$ cat src/rtl/hrange_arbiter_if.sv
// Bundle of the requester, downstream and generator-side signals of hrange_arbiter.
// The master modport is the arbiter's view; slave is the view of everything around it.
interface hrange_arbiter_if #(
  parameter int NUM_REQ = 4,
  parameter int WIDTH   = 32,
  parameter int ID_W    = $clog2(NUM_REQ)
) ();
  logic [NUM_REQ-1:0]       req_valid;
  logic [NUM_REQ*WIDTH-1:0] req_base;
  logic [NUM_REQ*WIDTH-1:0] req_limit;
  logic [NUM_REQ*WIDTH-1:0] req_step;
  logic [NUM_REQ-1:0]       req_accept;

  logic [WIDTH-1:0]         out_data;
  logic [ID_W-1:0]          out_id;
  logic                     out_valid;
  logic                     out_wait;

  logic                     done;
  logic [ID_W-1:0]          done_id;
  logic                     done_err;

  logic [WIDTH-1:0]         gen_base;
  logic [WIDTH-1:0]         gen_limit;
  logic [WIDTH-1:0]         gen_step;
  logic                     gen_start;
  logic                     gen_wait;
  logic                     gen_reset;
  logic [WIDTH-1:0]         gen_data;
  logic                     gen_valid;
  logic                     gen_ready;

  modport master (
    input  req_valid, req_base, req_limit, req_step,
    output req_accept,
    output out_data, out_id, out_valid,
    input  out_wait,
    output done, done_id, done_err,
    output gen_base, gen_limit, gen_step, gen_start, gen_wait, gen_reset,
    input  gen_data, gen_valid, gen_ready
  );

  modport slave (
    output req_valid, req_base, req_limit, req_step,
    input  req_accept,
    input  out_data, out_id, out_valid,
    output out_wait,
    input  done, done_id, done_err,
    input  gen_base, gen_limit, gen_step, gen_start, gen_wait, gen_reset,
    output gen_data, gen_valid, gen_ready
  );
endinterface

$ cat src/rtl/hrange_arbiter.sv
// Round-robin arbiter sharing one hrange generator between NUM_REQ requesters.
// Optional feature: define HRANGE_ARB_STEP_CHECK_EN to reject non-terminating requests.
module hrange_arbiter #(
  parameter int NUM_REQ = 4,
  parameter int WIDTH   = 32,
  parameter int ID_W    = $clog2(NUM_REQ)
) (
  input  logic             _clock,
  input  logic             _reset_n,
  hrange_arbiter_if.master bus
);

  typedef enum logic [1:0] {IDLE, START, RUN, DRAIN} state_t;

  state_t              r_state;
  state_t              w_next;

  logic [ID_W-1:0]     r_last_grant;
  logic [ID_W-1:0]     r_owner;
  logic [ID_W-1:0]     w_grant_id;
  logic                w_hit;
  logic [WIDTH-1:0]    w_sel_base;
  logic [WIDTH-1:0]    w_sel_limit;
  logic [WIDTH-1:0]    w_sel_step;
  logic                w_bad;

  logic [WIDTH-1:0]    r_base;
  logic [WIDTH-1:0]    r_limit;
  logic [WIDTH-1:0]    r_step;
  logic                r_err;
  logic [NUM_REQ-1:0]  r_accept;

  logic                r_out_valid;
  logic [WIDTH-1:0]    r_out_data;
  logic [ID_W-1:0]     r_out_id;
  logic                r_skid_valid;
  logic [WIDTH-1:0]    r_skid_data;

  logic                r_done;
  logic [ID_W-1:0]     r_done_id;
  logic                r_done_err;
  logic                r_gen_reset;

  logic                w_beat;
  logic                w_out_free;
  logic                w_drained;
  logic                w_done_set;
  logic                w_gen_start;
  logic                w_gen_wait;

  // Round-robin: slots above last_grant win first, then wrap to slot 0.
  always_comb begin
    w_hit       = 1'b0;
    w_grant_id  = '0;
    w_sel_base  = '0;
    w_sel_limit = '0;
    w_sel_step  = '0;
    for (int i = 0; i < NUM_REQ; i++) begin
      if (!w_hit && bus.req_valid[i] && (i > int'(r_last_grant))) begin
        w_hit       = 1'b1;
        w_grant_id  = ID_W'(i);
        w_sel_base  = bus.req_base[i*WIDTH +: WIDTH];
        w_sel_limit = bus.req_limit[i*WIDTH +: WIDTH];
        w_sel_step  = bus.req_step[i*WIDTH +: WIDTH];
      end
    end
    for (int i = 0; i < NUM_REQ; i++) begin
      if (!w_hit && bus.req_valid[i] && (i <= int'(r_last_grant))) begin
        w_hit       = 1'b1;
        w_grant_id  = ID_W'(i);
        w_sel_base  = bus.req_base[i*WIDTH +: WIDTH];
        w_sel_limit = bus.req_limit[i*WIDTH +: WIDTH];
        w_sel_step  = bus.req_step[i*WIDTH +: WIDTH];
      end
    end
  end

`ifdef HRANGE_ARB_STEP_CHECK_EN
  assign w_bad = (w_sel_step[WIDTH-1] || (w_sel_step == '0)) &&
                 ($signed(w_sel_base) < $signed(w_sel_limit));
`else
  assign w_bad = 1'b0;
`endif

  assign w_beat     = (r_state == RUN) && bus.gen_valid;
  assign w_out_free = !r_out_valid || !bus.out_wait;
  // Output stage and skid will both be empty after this edge.
  assign w_drained  = !r_skid_valid && w_out_free && !w_beat;
  assign w_gen_wait = (r_state != START) && ((r_out_valid && bus.out_wait) || r_skid_valid);

  // A range that is already drained when gen_ready arrives finishes without
  // lingering in DRAIN, so done lands the cycle after the last value leaves.
  always_comb begin
    w_next      = r_state;
    w_gen_start = 1'b0;
    w_done_set  = 1'b0;
    case (r_state)
      IDLE: begin
        if (w_hit) w_next = START;
      end
      START: begin
        w_gen_start = !r_err;
        w_next      = r_err ? DRAIN : RUN;
      end
      RUN: begin
        if (bus.gen_ready) begin
          if (w_drained) begin
            w_next     = IDLE;
            w_done_set = 1'b1;
          end else begin
            w_next = DRAIN;
          end
        end
      end
      DRAIN: begin
        if (w_drained) begin
          w_next     = IDLE;
          w_done_set = 1'b1;
        end
      end
      default: w_next = IDLE;
    endcase
  end

  always_ff @(posedge _clock or negedge _reset_n) begin
    if (!_reset_n) begin
      r_state      <= IDLE;
      r_last_grant <= ID_W'(NUM_REQ - 1);
      r_owner      <= '0;
      r_base       <= '0;
      r_limit      <= '0;
      r_step       <= '0;
      r_err        <= 1'b0;
      r_accept     <= '0;
      r_done       <= 1'b0;
      r_done_id    <= '0;
      r_done_err   <= 1'b0;
      r_gen_reset  <= 1'b1;
    end else begin
      r_state     <= w_next;
      r_gen_reset <= 1'b0;
      r_accept    <= '0;
      r_done      <= w_done_set;
      r_done_err  <= w_done_set && r_err;
      if (w_done_set) r_done_id <= r_owner;
      if ((r_state == IDLE) && w_hit) begin
        r_owner              <= w_grant_id;
        r_last_grant         <= w_grant_id;
        r_base               <= w_sel_base;
        r_limit              <= w_sel_limit;
        r_step               <= w_sel_step;
        r_err                <= w_bad;
        r_accept[w_grant_id] <= 1'b1;
      end
    end
  end

  // The skid entry always refills the output register ahead of any new beat.
  always_ff @(posedge _clock or negedge _reset_n) begin
    if (!_reset_n) begin
      r_out_valid  <= 1'b0;
      r_out_data   <= '0;
      r_out_id     <= '0;
      r_skid_valid <= 1'b0;
      r_skid_data  <= '0;
    end else if (w_out_free) begin
      if (r_skid_valid) begin
        r_out_valid  <= 1'b1;
        r_out_data   <= r_skid_data;
        r_out_id     <= r_owner;
        r_skid_valid <= w_beat;
        if (w_beat) r_skid_data <= bus.gen_data;
      end else if (w_beat) begin
        r_out_valid <= 1'b1;
        r_out_data  <= bus.gen_data;
        r_out_id    <= r_owner;
      end else begin
        r_out_valid <= 1'b0;
      end
    end else if (w_beat) begin
      r_skid_valid <= 1'b1;
      r_skid_data  <= bus.gen_data;
    end
  end

  assign bus.req_accept = r_accept;
  assign bus.out_data   = r_out_data;
  assign bus.out_id     = r_out_id;
  assign bus.out_valid  = r_out_valid;
  assign bus.done       = r_done;
  assign bus.done_id    = r_done_id;
  assign bus.done_err   = r_done_err;
  assign bus.gen_base   = r_base;
  assign bus.gen_limit  = r_limit;
  assign bus.gen_step   = r_step;
  assign bus.gen_start  = w_gen_start;
  assign bus.gen_wait   = w_gen_wait;
  assign bus.gen_reset  = r_gen_reset;

endmodule

$ cat src/flat_wrapper.sv
// flat-port wrapper written by rule: the top's interface ports become plain ports
module hrange_arbiter_flat 
#(
  parameter int NUM_REQ = 4,
  parameter int WIDTH   = 32,
  parameter int ID_W    = $clog2(NUM_REQ)
)
  (_clock, _reset_n, bus_req_valid, bus_req_base, bus_req_limit, bus_req_step, bus_req_accept, bus_out_data, bus_out_id, bus_out_valid, bus_out_wait, bus_done, bus_done_id, bus_done_err, bus_gen_base, bus_gen_limit, bus_gen_step, bus_gen_start, bus_gen_wait, bus_gen_reset, bus_gen_data, bus_gen_valid, bus_gen_ready);
  hrange_arbiter_if #(.NUM_REQ(NUM_REQ), .WIDTH(WIDTH), .ID_W(ID_W)) bus_i ();
  input  logic _clock;
  input  logic _reset_n;
  input wire logic [$bits(bus_i.req_valid)-1:0] bus_req_valid;
  input wire logic [$bits(bus_i.req_base)-1:0] bus_req_base;
  input wire logic [$bits(bus_i.req_limit)-1:0] bus_req_limit;
  input wire logic [$bits(bus_i.req_step)-1:0] bus_req_step;
  output wire logic [$bits(bus_i.req_accept)-1:0] bus_req_accept;
  output wire logic [$bits(bus_i.out_data)-1:0] bus_out_data;
  output wire logic [$bits(bus_i.out_id)-1:0] bus_out_id;
  output wire logic [$bits(bus_i.out_valid)-1:0] bus_out_valid;
  input wire logic [$bits(bus_i.out_wait)-1:0] bus_out_wait;
  output wire logic [$bits(bus_i.done)-1:0] bus_done;
  output wire logic [$bits(bus_i.done_id)-1:0] bus_done_id;
  output wire logic [$bits(bus_i.done_err)-1:0] bus_done_err;
  output wire logic [$bits(bus_i.gen_base)-1:0] bus_gen_base;
  output wire logic [$bits(bus_i.gen_limit)-1:0] bus_gen_limit;
  output wire logic [$bits(bus_i.gen_step)-1:0] bus_gen_step;
  output wire logic [$bits(bus_i.gen_start)-1:0] bus_gen_start;
  output wire logic [$bits(bus_i.gen_wait)-1:0] bus_gen_wait;
  output wire logic [$bits(bus_i.gen_reset)-1:0] bus_gen_reset;
  input wire logic [$bits(bus_i.gen_data)-1:0] bus_gen_data;
  input wire logic [$bits(bus_i.gen_valid)-1:0] bus_gen_valid;
  input wire logic [$bits(bus_i.gen_ready)-1:0] bus_gen_ready;
  assign bus_i.req_valid = bus_req_valid;
  assign bus_i.req_base = bus_req_base;
  assign bus_i.req_limit = bus_req_limit;
  assign bus_i.req_step = bus_req_step;
  assign bus_req_accept = bus_i.req_accept;
  assign bus_out_data = bus_i.out_data;
  assign bus_out_id = bus_i.out_id;
  assign bus_out_valid = bus_i.out_valid;
  assign bus_i.out_wait = bus_out_wait;
  assign bus_done = bus_i.done;
  assign bus_done_id = bus_i.done_id;
  assign bus_done_err = bus_i.done_err;
  assign bus_gen_base = bus_i.gen_base;
  assign bus_gen_limit = bus_i.gen_limit;
  assign bus_gen_step = bus_i.gen_step;
  assign bus_gen_start = bus_i.gen_start;
  assign bus_gen_wait = bus_i.gen_wait;
  assign bus_gen_reset = bus_i.gen_reset;
  assign bus_i.gen_data = bus_gen_data;
  assign bus_i.gen_valid = bus_gen_valid;
  assign bus_i.gen_ready = bus_gen_ready;
  hrange_arbiter #(.NUM_REQ(NUM_REQ), .WIDTH(WIDTH), .ID_W(ID_W)) u_core (._clock(_clock), ._reset_n(_reset_n), .bus(bus_i));
endmodule
$ cat config.mk
export PLATFORM = sky130hd
export DESIGN_NAME = hrange_arbiter_flat
export DESIGN_NICKNAME = d
export VERILOG_FILES = /design/src/rtl/hrange_arbiter_if.sv /design/src/rtl/hrange_arbiter.sv /design/src/flat_wrapper.sv
export SDC_FILE = /design/constraint.sdc
export NUM_CORES = 1
export LEC_CHECK = 0
export BUFFER_PORTS_ARGS = -buffer_cell sky130_fd_sc_hd__buf_2
export CAP_MARGIN = 0
export CORE_AREA = 2 2 218 220
export CTS_CLUSTER_DIAMETER = 40
export DETAILED_ROUTE_END_ITERATION = 7
export DIE_AREA = 0 0 220 222
export SKIP_LAST_GASP = 1
export SYNTH_ARGS = -nofsm -noshare
export SYNTH_HDL_FRONTEND = slang
export SYNTH_SLANG_ARGS = --single-unit
$ cat constraint.sdc
create_clock -name _clock -period 2.1 [get_ports _clock]
set_input_delay 0.105 -clock _clock [delete_from_list [all_inputs] [get_ports _clock]]
set_output_delay 0.105 -clock _clock [all_outputs]
set_load 0.05 [all_outputs]
# [After elaboration in Yosys (flattened, before gate mapping)]
# Index checks and enable logic that the tools add are counted.
[word_totals] input_bits=425 wordCells=126 register_bits=178 output_inout_bits=142
[classes] n_mux=59 n_lt_le_gt_ge=8 reduce_logical=36 n_eq_ne=8
[op_table] cell="2-to-1 mux 32 bit" n=26
[op_table] cell="2-to-1 mux 2 bit" n=12
[op_table] cell="logical AND 1 bit" n=19
[op_table] cell="2-to-1 mux 1 bit" n=17
[op_table] cell="logical NOT 1 bit" n=10
[op_table] cell="!= test 2 x 1 -> 1 bit, second input constant" n=4
[op_table] cell="one-hot mux 2 bit (4 select lines)" n=1
[op_table] cell="equality test 2 bit, second input constant" n=2
[op_table] cell="> comparator 2 bit, first input constant" n=2
[op_table] cell="less-or-equal comparator 2 bit, first input constant" n=2
[op_table] cell="2-to-1 mux 4 bit" n=1
[op_table] cell="nonzero test 2 bit" n=2
[op_table] cell="less-than comparator 2 x 3 -> 1 bit, second input constant" n=1
[op_table] cell="AND reduction 3 bit" n=1
[op_table] cell="demux 1 bit (select 2 bit)" n=1
[op_table] cell="equality test 2 x 1 -> 1 bit, second input constant" n=1
[op_table] cell="greater-or-equal comparator 2 x 1 -> 1 bit, second input constant" n=1
[op_table] cell="> comparator 1 x 2 -> 1 bit, first input constant" n=1
[op_table] cell="less-or-equal comparator 1 x 2 -> 1 bit, first input constant" n=1
[op_table] cell="logical NOT 2 bit" n=1
[op_table] cell="logical OR 1 bit" n=2
[op_table] cell="!= test 2 bit, second input constant" n=1
[op_table] cell="one-hot mux 1 bit (2 select lines)" n=1
[op_table] cell="AND reduction 2 bit" n=1

# [Longest topological paths before layout]
[logic_depth] ltp_word=31 depth_mapped=9 depth_no_buf=5

# [Worst setup path after synthesis]
# Ideal clock, no wire load.
[synth_path] kind="register to register" from="reg u_core.r_last_grant[1]" to="reg u_core.r_base[12] (netlist: u_core.bus.gen_base[12])" path_buffers=4 t_arrival_ns=1.779 period_less_slack_ns=1.911 required_time_ns=1.968 setup_slack_ns=0.189 path_stages_with_launch=8 setup_time_ns=0.132 path_cell_list="dfstp_2 > buf_2 > buf_2 > buf_1 > clkbuf_1 > a21oi_1 > o31ai_1 > a21oi_1"
[synth_via] elab_chain_len=27 elab_cells_between_ends=39 classes_between="order compare: 6; mux: 14; reduce/logical: 19"
[synth_rtl] item="start, declared" line_no="hrange_arbiter.sv:18" source="logic [ID_W-1:0] r_last_grant;"
[synth_rtl] item="start signal, assigned" line_no="hrange_arbiter.sv:128" source="r_last_grant <= ID_W'(NUM_REQ - 1);"
[synth_rtl] item="start signal, assigned" line_no="hrange_arbiter.sv:148" source="r_last_grant <= w_grant_id;"
[synth_rtl] item="> comparator 1 x 2 -> 1 bit" line_no="hrange_arbiter.sv:59" source="if (!w_hit && bus.req_valid[i] && (i > int'(r_last_grant))) begin"
[synth_rtl] item="logical AND 1 bit" line_no="hrange_arbiter.sv:59"
[synth_rtl] item="2-to-1 mux 1 bit" line_no="hrange_arbiter.sv:59"
[synth_rtl] item="logical NOT 1 bit" line_no="hrange_arbiter.sv:59"
[synth_rtl] item="logical AND 1 bit (2 in a row)" line_no="hrange_arbiter.sv:59"
[synth_rtl] item="2-to-1 mux 1 bit" line_no="hrange_arbiter.sv:59"
[synth_rtl] item="logical NOT 1 bit" line_no="hrange_arbiter.sv:59"
[synth_rtl] item="logical AND 1 bit (2 in a row)" line_no="hrange_arbiter.sv:59"
[synth_rtl] item="(+7 left out)"
[synth_rtl] item="2-to-1 mux 1 bit" line_no="hrange_arbiter.sv:68" source="if (!w_hit && bus.req_valid[i] && (i <= int'(r_last_grant))) begin"
[synth_rtl] item="logical NOT 1 bit" line_no="hrange_arbiter.sv:68"
[synth_rtl] item="logical AND 1 bit (2 in a row)" line_no="hrange_arbiter.sv:68"
[synth_rtl] item="2-to-1 mux 1 bit" line_no="hrange_arbiter.sv:68"
[synth_rtl] item="logical NOT 1 bit" line_no="hrange_arbiter.sv:68"
[synth_rtl] item="logical AND 1 bit (2 in a row)" line_no="hrange_arbiter.sv:68"
[synth_rtl] item="2-to-1 mux 1 bit" line_no="hrange_arbiter.sv:68"
[synth_rtl] item="logical AND 1 bit" line_no="hrange_arbiter.sv:146" source="if ((r_state == IDLE) && w_hit) begin"
[synth_rtl] item="end signal, assigned" line_no="hrange_arbiter.sv:149" source="r_base <= w_sel_base;"
[synth_rtl] item="end, declared" line_no="hrange_arbiter.sv:27" source="logic [WIDTH-1:0] r_base;"
# Parallel ways exist; a longest one is shown, timed or not.
# A chain may end at the register's enable or synchronous reset.

# [Worst setup path after layout]
[layout_path] from="reg u_core.r_last_grant[1]" to="reg u_core.r_step[11] (netlist: u_core.bus.gen_step[11])"
[layout_via] elab_chain_len=27 elab_cells_between_ends=39 classes_between="order compare: 6; mux: 14; reduce/logical: 19"
[layout_rtl] item="> comparator 1 x 2 -> 1 bit" line_no="hrange_arbiter.sv:59"
[layout_rtl] item="logical AND 1 bit" line_no="hrange_arbiter.sv:59"
[layout_rtl] item="2-to-1 mux 1 bit" line_no="hrange_arbiter.sv:59"
[layout_rtl] item="logical NOT 1 bit" line_no="hrange_arbiter.sv:59"
[layout_rtl] item="logical AND 1 bit (2 in a row)" line_no="hrange_arbiter.sv:59"
[layout_rtl] item="2-to-1 mux 1 bit" line_no="hrange_arbiter.sv:59"
[layout_rtl] item="logical NOT 1 bit" line_no="hrange_arbiter.sv:59"
[layout_rtl] item="logical AND 1 bit (2 in a row)" line_no="hrange_arbiter.sv:59"
[layout_rtl] item="(+7 left out)"
[layout_rtl] item="2-to-1 mux 1 bit" line_no="hrange_arbiter.sv:68"
[layout_rtl] item="logical NOT 1 bit" line_no="hrange_arbiter.sv:68"
[layout_rtl] item="logical AND 1 bit (2 in a row)" line_no="hrange_arbiter.sv:68"
[layout_rtl] item="2-to-1 mux 1 bit" line_no="hrange_arbiter.sv:68"
[layout_rtl] item="logical NOT 1 bit" line_no="hrange_arbiter.sv:68"
[layout_rtl] item="logical AND 1 bit (2 in a row)" line_no="hrange_arbiter.sv:68"
[layout_rtl] item="2-to-1 mux 1 bit" line_no="hrange_arbiter.sv:68"
[layout_rtl] item="logical AND 1 bit" line_no="hrange_arbiter.sv:146"
[layout_rtl] item="end signal, assigned" line_no="hrange_arbiter.sv:151" source="r_step <= w_sel_step;"
[layout_rtl] item="end, declared" line_no="hrange_arbiter.sv:29" source="logic [WIDTH-1:0] r_step;"
# Parallel ways exist; a longest one is shown, timed or not.

==> metrics.txt <==
r2r startpoint u_core.r_last_grant[1]$_DFFE_PN1P_; Avg WL per Cell approximately 25 µm; DR top layer met5; Total Power 28.3 mW; worst-case clock buffer depth 2; row count slightly below 80; Worst-Margin Slew around 0.6 ns; WL final 71,200 µm; slew margin rel. approximately three fifths; Crit path largest cell delay roughly 0.50 ns; post-synthesis average cell area roughly 8.5 µm²; crit-path most repeated cell buf_6; Fmax achieved 486 MHz; Initial Util between 20 and 30%; min-delay src bus_req_base[117]; kind of critical path flop to flop; wl on met1 about 26,000 µm; clk slew on worst S/H paths approximately 0.080 ns; Post-synth EDFFs 0; Crit-path slowest cell dfstp_4; Iter 0 DRT Violations roughly 2,100; first-pass GRT wire length ~100,000 µm; R2R depth 9; Hold Vio Cnt, Final 0; Crit path required time around 2.5 ns; met3 WL post-DR about 7600 µm; Finished Layout Cells 2,899; layout cells sized above 1 approximately a third; Cells after DPL 2,577; gr usage total 27.2%; Syn-to-layout area delta 61.1%; DRC errors left 0; H-tree depth 4; TNS Setup 0 ns; grt ovf 0; Seq cells post-synth ~180; Peak VDD IR between 1 and 1.5 mV; Seq/Total Area, Yosys between 30% and 40%; Most used DFF post-synth dfrtp_1; Worst Setup Start Kind flop; P per Cell Area roughly 1400 nW/µm²; Hold Crit Class primary input to flop; Max-Cap Viols 0; port bufs between 500 and 600; WP buf/inv 5; Hold Path Sink u_core.bus.gen_base[21]$_DFFE_PN0P_; Via density between 6 and 7; Total Die Area about 50,000 µm²; asr flop ratio synth between 90% and 100%; TritonCTS Buffers 17; Final Net Count 2,696; CTS Sinks ~180; RR Endpoint u_core.bus.gen_step[11]$_DFFE_PN0P_; Crit Path Max Fanout 8; Clock Root Buffer clkbuf_16; FILL cells 4,500; largest net degree at the start of global routing a little under 80; I/O pin count ~570; RSZ-0062 raised after global routing true; ANT nets after route 0; Fin Clk Skew 0.0141 ns; Yosys cell types 56; Post-Syn Instances about 1,500; top-count cell post-synth dfrtp_1; share of the synthesized area in the top cell type about 34%; HPWL Detailed around 44,000 µm; critical path cell sequence buf_6, buf_6, o21bai_4, buf_12, clkbuf_16, buf_4, and3_1, nor4_1, o21ai_1; top area cells in the synthesized netlist dfrtp_1 34%, a221oi_1 6.7%, and3_1 4.7%; via count 17,500; Leak roughly 9 nW; outcome finished, final reports clean; TritonCTS clock tree done; kind of end point of the critical path flop; FF-to-FF setup slack ~0.044 ns; Die Ht around 220 µm; Yosys top cell by area dfrtp_1; top cells by count, synth 175 x dfrtp_1, 101 x clkbuf_1, 101 x nand2_1, 100 x o21ai_0, 97 x a221oi_1; min cycle time layout between 2 and 2.5 ns; worst hold path depth 3; Final setup violation count 0; mapped cell area 12,700 µm²; WL met2 approximately 33,000 µm; Final GP Congestion 0.924; Worst path top cell family by delay buffers and inverters; Die X-Extent approximately 220 µm; initial antenna violation count 10; Synth Warn # 0; Critical Path AT around 2.4 ns; number of global-route vias before repair 18,000; part of the cycle the worst path needs a little over nine tenths; DR pass1 iterations 8; Core Area 46,300 µm²; worst skew pair latency 0.51 ns; final count of pins violating max slew 0
report_power, final:
group	internal, mW	switching [mW]
sequential	5.14	1.06
combinational	6.26	12.1
clock	1.86	1.89
total	13.3	15.1
cell families (layout without fill, tap and decap cells):
family / Yosys count / count (layout) / share of synthesized area, %
and+or+nand+nor: 535 / 535 / 24.2
muxes: 68 / 68 / 5.71
DFF: 178 / 178 / 35.1
AOI/OAI and AO/OA: 533 / 533 / 28.6
other: 1 / 10 / 0.0295
buffers and inverters: 184 / 968 / 6.35
cell usage in the layout (no fill, tap or decap), types with 43 or more instances in the layout:
cell type / netlist / final
a21oi_1: 85 / 84
dlygate4sd3_1: 0 / 248
buf_4: 9 / 62
dfrtp_1: 175 / 174
or3_1: 64 / 62
and3_1: 96 / 96
a221oi_1: 97 / 96
buf_2: 54 / 563
o311ai_1: 44 / 43
nand3_1: 63 / 63
nand2_1: 101 / 101
o22ai_1: 63 / 63
nor2_1: 51 / 50
nor3b_1: 66 / 66
o21ai_0: 100 / 99
worst max path at each step:
stage                                       startpoint                                   to  slack [ns]  cells past startpoint
CTS                 u_core.r_last_grant[0]$_DFFE_PN1P_  u_core.bus.gen_step[17]$_DFFE_PN0P_      -0.008                      7
global placement    u_core.r_last_grant[0]$_DFFE_PN1P_  u_core.bus.gen_step[19]$_DFFE_PN0P_        0.04                      6
floorplan           u_core.r_last_grant[1]$_DFFE_PN1P_  u_core.bus.gen_base[12]$_DFFE_PN0P_        0.19                      7
global route        u_core.r_last_grant[1]$_DFFE_PN1P_   u_core.bus.gen_base[0]$_DFFE_PN0P_       -0.06                      9
finish              u_core.r_last_grant[1]$_DFFE_PN1P_  u_core.bus.gen_step[11]$_DFFE_PN0P_        0.04                      9
detailed placement  u_core.r_last_grant[0]$_DFFE_PN1P_  u_core.bus.gen_step[17]$_DFFE_PN0P_       -0.03                      6
flip-flops by register name, summed over array words and instances (netlist names), 4 cells and up:
| register | cells |
|---|---|
| u_core.bus.out_data | 32 |
| u_core.bus.gen_base | 32 |
| u_core.r_skid_data | 32 |
| u_core.bus.req_accept | 4 |
| u_core.bus.gen_limit | 32 |
| u_core.bus.gen_step | 32 |
worst register-to-register path, stage by stage (launching register included):
cell and delay, ns:
dfstp_4 0.50, buf_6 0.13, buf_6 0.11, o21bai_4 0.17, buf_12 0.16, clkbuf_16 0.19
buf_4 0.17, and3_1 0.17, nor4_1 0.23, o21ai_1 0.11
per-stage QoR:
| step | area (µm²) | utilization [%] | hold WS, ns | setup slack (ns) |
|---|---|---|---|---|
| floorplan | 12700 | - | -0.191 | 0.189 |
| global route | 20500 | 44.2 | 0.0265 | -0.0613 |
| global placement | 16700 | 36.1 | 0.121 | 0.0350 |
| CTS | 19900 | 43.0 | 0.000422 | -0.00801 |
| detailed placement | 16700 | 36.1 | 0.121 | -0.0288 |
| finish | 20500 | 44.2 | 0.0288 | 0.0440 |
per-layer routing:
layer | vias to the layer above | GRT usage (%)
met5 | - | 0
met4 | 6 | 16.0
met3 | 351 | 7.56
met2 | 1428 | 44.0
met1 | 8294 | 32.0
li1 | 7394 | -
layout make-up:
type                            count  area, µm²  share of cell area [%]
Antenna cell                        8       20.0                  0.0978
Inverter                            4       15.0                  0.0734
Multi-Input combinational cell   1138       7620                    37.2
Sequential cell                   178       4460                    21.8
Timing Repair Buffer              932       6930                    33.9
Clock buffer                       17        425                    2.08
Tap cell                          607        759                    3.71
Clock inverter                     15        234                    1.14
what timing repair did:
action | in CTS | in global routing
endpoints found under the hold margin | 254 | 0
hold buffers | 248 | 0
pin swaps | 1 | 14
setup buffers | 4 | 20
resized for setup | 3 | 26
cloned | 1 | 11
setup endpoints to repair | 9 | 75
(Power assumes the default switching activity.)
